`config.mk`:
```
export PLATFORM = sky130hd
export DESIGN_NAME = serial_frame_tx
export DESIGN_NICKNAME = d
export VERILOG_FILES = /design/src/rtl/serial_frame_tx.sv
export SDC_FILE = /design/constraint.sdc
export NUM_CORES = 1
export LEC_CHECK = 0
export CAP_MARGIN = 15
export CORE_MARGIN = 4
export CORE_UTILIZATION = 50
export DETAILED_ROUTE_END_ITERATION = 10
export HOLD_SLACK_MARGIN = 0.12
export PLACE_DENSITY = 0.75
export SLEW_MARGIN = 25
export SYNTH_ARGS = -nofsm -noshare
export SYNTH_HDL_FRONTEND = slang
export SYNTH_SLANG_ARGS = --single-unit
export TNS_END_PERCENT = 5
```
`constraint.sdc`:
```
create_clock -name clk -period 1.9 [get_ports clk]
set_clock_uncertainty 0.05 [all_clocks]
set_input_delay 0.38 -clock clk [delete_from_list [all_inputs] [get_ports clk]]
set_output_delay 0.38 -clock clk [all_outputs]
set_load 0.02 [all_outputs]
```
`src/rtl/serial_frame_tx.sv`:
```
// serial_frame_tx: start/LSB-first data/optional even parity/stop serialiser with registered line output.
// Optional parity bit enabled by defining SERIAL_TX_PARITY_EN.
module serial_frame_tx #(
  parameter int DATA_W     = 8,
  parameter int BIT_CYCLES = 4
) (
  input  logic              clk,
  input  logic              reset,
  input  logic [DATA_W-1:0] in_data,
  input  logic              in_valid,
  output logic              in_ready,
  output logic              out_data,
  output logic              out_busy,
  output logic              frame_done
);
  localparam int BW = $clog2(DATA_W) + 1;
  localparam logic [7:0] CYC_LAST = 8'(BIT_CYCLES - 1);
  localparam logic [BW-1:0] BIT_LAST = BW'(DATA_W - 1);
  localparam logic LAST_PULSE = (BIT_CYCLES == 1);
`ifdef SERIAL_TX_PARITY_EN
  typedef enum logic [2:0] {IDLE, START, DATA, PARITY, STOP} state_t;
  logic par_q;
`else
  typedef enum logic [2:0] {IDLE, START, DATA, STOP} state_t;
`endif
  state_t            state_q;
  logic [7:0]        cyc_q;
  logic [BW-1:0]     bit_q;
  logic [DATA_W-1:0] shreg_q;
  logic              out_data_q;
  logic              frame_done_q;
  assign in_ready   = (state_q == IDLE) && !reset;
  assign out_data   = out_data_q;
  assign out_busy   = state_q != IDLE;
  assign frame_done = frame_done_q;
  // cyc_q counts down to 0; a zero count marks the last cycle of the current bit
  always_ff @(posedge clk) begin
    if (reset) begin
      state_q      <= IDLE;
      cyc_q        <= '0;
      bit_q        <= '0;
      shreg_q      <= '0;
      out_data_q   <= 1'b1;
      frame_done_q <= 1'b0;
`ifdef SERIAL_TX_PARITY_EN
      par_q        <= 1'b0;
`endif
    end else begin
      frame_done_q <= 1'b0;
      case (state_q)
        IDLE: if (in_valid) begin
          state_q    <= START;
          shreg_q    <= in_data;
          cyc_q      <= CYC_LAST;
          out_data_q <= 1'b0;
`ifdef SERIAL_TX_PARITY_EN
          par_q      <= ^in_data;
`endif
        end
        START: if (cyc_q == 8'd0) begin
          state_q    <= DATA;
          cyc_q      <= CYC_LAST;
          bit_q      <= '0;
          out_data_q <= shreg_q[0];
        end else cyc_q <= cyc_q - 8'd1;
        DATA: if (cyc_q == 8'd0) begin
          cyc_q   <= CYC_LAST;
          shreg_q <= shreg_q >> 1;
          bit_q   <= bit_q + BW'(1);
          if (bit_q == BIT_LAST) begin
`ifdef SERIAL_TX_PARITY_EN
            state_q    <= PARITY;
            out_data_q <= par_q;
`else
            state_q      <= STOP;
            out_data_q   <= 1'b1;
            frame_done_q <= LAST_PULSE;
`endif
          end else out_data_q <= shreg_q[1];
        end else cyc_q <= cyc_q - 8'd1;
`ifdef SERIAL_TX_PARITY_EN
        PARITY: if (cyc_q == 8'd0) begin
          state_q      <= STOP;
          cyc_q        <= CYC_LAST;
          out_data_q   <= 1'b1;
          frame_done_q <= LAST_PULSE;
        end else cyc_q <= cyc_q - 8'd1;
`endif
        STOP: if (cyc_q == 8'd0) begin
          state_q    <= IDLE;
          out_data_q <= 1'b1;
        end else begin
          cyc_q        <= cyc_q - 8'd1;
          frame_done_q <= cyc_q == 8'd1;
        end
        default: state_q <= IDLE;
      endcase
    end
  end
endmodule

```
==> summary.md <==
| Metric | Value |
|---|---|
| Leak | 0.000739 µW |
| Fin cells | 237 |
| Inst Count DP | 232 |
| Pwr/cell area | 1590 nW/µm² |
| Global route total overflow | 0 |
| Die Wd | 61.6 µm |
| Sequential Area | 482 µm² |
| Avg WL per Cell | 15.1 µm |
| Most common cell after layout, fill and taps aside | buf_4 |
| Aggregate global-route resource usage | 0.208 |
| Slew HR | 0.761 |
| H-tree depth | 1 |
| Final setup viols | 0 |
| Crit Path Category | flip-flop to flip-flop |
| Hold WC Path Type | flip-flop to flip-flop |
| Largest net degree at the start of global routing | 19 |
| Routed WL | 3570 µm |
| CP Launch Type | flip-flop |
| Post-route minimum period | 1.87 ns |
| GPL Wtd Cong | 0.861 |
| Final Cell Area | 1870 µm² |
| Multi-input gate area | 941 µm² |
| Count of clock tree sinks | 24 |
| Seq/Total Area, Yosys | 0.334 |
| Critical Path Fanout Max | 10 |
| FF+latch count, synth | 24 |
| # hold bufs at CTS | 0 |
| Antenna Nets Post-Route | 0 |
| Avg Cell Area, Syn | 8.45 µm² |
| Post-synth net total | 190 |
| Status | complete, no violations |
| Synth Instances | 170 |
| Clock Tree Root | clkbuf_4 |
| Share of cells above drive strength 1 | 0.228 |
| RR Startpoint | state_q[0]$_SDFFE_PP0P_ |
| Worst hold start | shreg_q[5]$_SDFFE_PP0P_ |
| RSZ-0062 raised after global routing | true |
| Peak supply drop | 0.993 mV |
| Via-to-Cell Ratio | 6.12 |
| Mapped cell area | 1440 µm² |
| Filler Cells Inserted | 225 |
| Starting Density | 0.521 |
| Die area | 3790 µm² |
| Buffers on Ports | 14 |
| Standard-cell rows | 19 |
| Detailed placement HPWL | 2670 µm |
| Maximum clock rate | 0.535 GHz |
| N_diodes | 0 |
| Slew @ Worst Pin | 0.359 ns |
| Final Hold Vio Count | 0 |
| First-pass GRT wire length | 6040 µm |
| Max Root-Sink Buffers | 2 |
| Synthesis-to-finish area growth | 30.1% |
| Netlist cell types | 42 |
| Maxcap violations | 0 |
| Vias post-DR | 1,451 |
| Most frequent cells in the layout | buf_4 (25), dfxtp_1 (23), a21oi_1 (20) |
| WP data arrival | 2.07 ns |
| Crit path from | state_q[0]$_SDFFE_PP0P_ |
| # nets final | 227 |
| Core area | 2760 µm² |
| Io pins | 15 |
| WP data required | 2.10 ns |
| Later-pin clock latency in the skew report | 0.31 ns |
| CTS clock-pin slew for the worst setup and hold paths | 0.13 ns |
| Setup crit end kind | flip-flop |
| Num CTS Buffers | 3 |
| Final Cycle Share | 0.984 |
| Vias in the first global route | 1,391 |
| Starting DRC count in detailed routing | 82 |
| Initial antenna violation count | 0 |
| CTS tree | done |
| Placed cell area | 1780 µm² |
| Drt pass-1 iters | 4 |
| Drt drc | 0 |
| Slew Viols, Final | 0 |
| Syn. warnings | 0 |
| Die Ht | 61.6 µm |
==> layer usage <==
layer	GRT usage	part of all wire	routed length, µm
met4	0.0667	0.013	46
met3	0.0189	0.065	232
met5	0	0	0
met1	0.283	0.46	1650
met2	0.347	0.46	1650
==> cells in the mapped netlist <==
library cell | instances | area share
nand2b_1 | 2 | 0.0087
o21ai_0 | 10 | 0.035
a31o_2 | 1 | 0.0061
nor3_1 | 1 | 0.0035
a21oi_1 | 20 | 0.070
nor2_1 | 10 | 0.026
and3_1 | 2 | 0.0087
nor4_4 | 1 | 0.015
or2_2 | 2 | 0.0087
or3_1 | 9 | 0.039
nand3b_1 | 1 | 0.0052
a2bb2oi_1 | 1 | 0.0061
nor3b_2 | 1 | 0.0087
clkbuf_1 | 3 | 0.0078
o41ai_1 | 1 | 0.0061
o21a_1 | 2 | 0.010
a31oi_2 | 1 | 0.0087
o311ai_0 | 2 | 0.012
buf_2 | 3 | 0.010
inv_1 | 9 | 0.024
nand3_1 | 4 | 0.014
a211o_1 | 1 | 0.0061
or3b_2 | 1 | 0.0061
o31ai_1 | 5 | 0.026
mux2i_1 | 6 | 0.042
buf_1 | 2 | 0.0052
a41oi_1 | 1 | 0.0061
or4b_1 | 1 | 0.0070
nor2b_1 | 3 | 0.013
a211oi_1 | 4 | 0.021
nand4_1 | 3 | 0.013
a32oi_1 | 1 | 0.0061
o311a_1 | 1 | 0.0070
nand2_1 | 9 | 0.024
dfxtp_1 | 24 | 0.33
nor4_1 | 2 | 0.0087
o32ai_1 | 3 | 0.018
o2111ai_1 | 1 | 0.0061
o2bb2ai_1 | 1 | 0.0061
nand4b_1 | 1 | 0.0061
or4_1 | 5 | 0.026
ha_1 | 9 | 0.078
==> flip-flops by register name, indices dropped and copies added, names as in the netlist <==
register    flops
frame_done      1
shreg_q         8
out_data        1
bit_q           4
cyc_q           8
state_q         2
==> stage by stage <==
step | hold WS (ns) | util | setup WS [ns] | total power, µW | TNS (ns)
after floorplan | 0.399 | - | 0.00744 | 1840 | 0
after global placement | 0.407 | 0.647 | -0.0997 | 2450 | -0.189
after detailed placement | 0.419 | 0.647 | -0.146 | 2500 | -0.516
after CTS | 0.438 | 0.664 | 0.0123 | 2830 | 0
after global routing | 0.470 | 0.678 | -0.100 | 3210 | -0.246
final | 0.442 | 0.678 | 0.0305 | 2970 | 0
==> path summary, 6_finish.rpt <==
path                                                end  slack (ns)  depth (start not counted)
worst max-delay path              cyc_q[7]$_SDFFE_PP0P_        0.03                          6
worst max register to register    cyc_q[7]$_SDFFE_PP0P_        0.03                          6
worst min-delay path            shreg_q[5]$_SDFFE_PP0P_        0.44                          2
worst min register to register  shreg_q[5]$_SDFFE_PP0P_        0.44                          2
==> cell families after synthesis <==
logic type,Yosys count,share of synthesized area
simple gates,58,0.241
compound gates,56,0.257
flops,24,0.334
buf+inv,17,0.0470
fa+ha+maj,9,0.0784
mux,6,0.0418
==> report_power, final <==
part	internal (µW)	leakage, µW	switching [µW]	total, µW
Clock	117	0.0000210	157	274
Sequential	646	0.000197	98.7	745
Combinational	912	0.000521	1040	1950
Total	1670	0.000739	1300	2970
==> critical path, stage by stage (launching register included) <==
cell	delay, ns
dfxtp_1	0.35
buf_4	0.13
ha_1	0.27
nor2b_1	0.09
a31o_4	0.25
or4b_1	0.51
a21oi_1	0.16
==> area by class of cell <==
| cell class | instances | share of cell area |
|---|---|---|
| Sequential cell | 24 | 0.258 |
| Tap cell | 31 | 0.0207 |
| Clock buffer | 4 | 0.0194 |
| Multi-Input combinational cell | 129 | 0.503 |
| Inverter | 9 | 0.0181 |
| Timing Repair Buffer | 40 | 0.181 |
==> what timing repair did <==
item	in CTS	in global routing
setup buffers	0	1
gates resized for setup	9	9
pin swaps	1	3
setup endpoints to repair	13	21
Power figures use the tool's default switching activity.
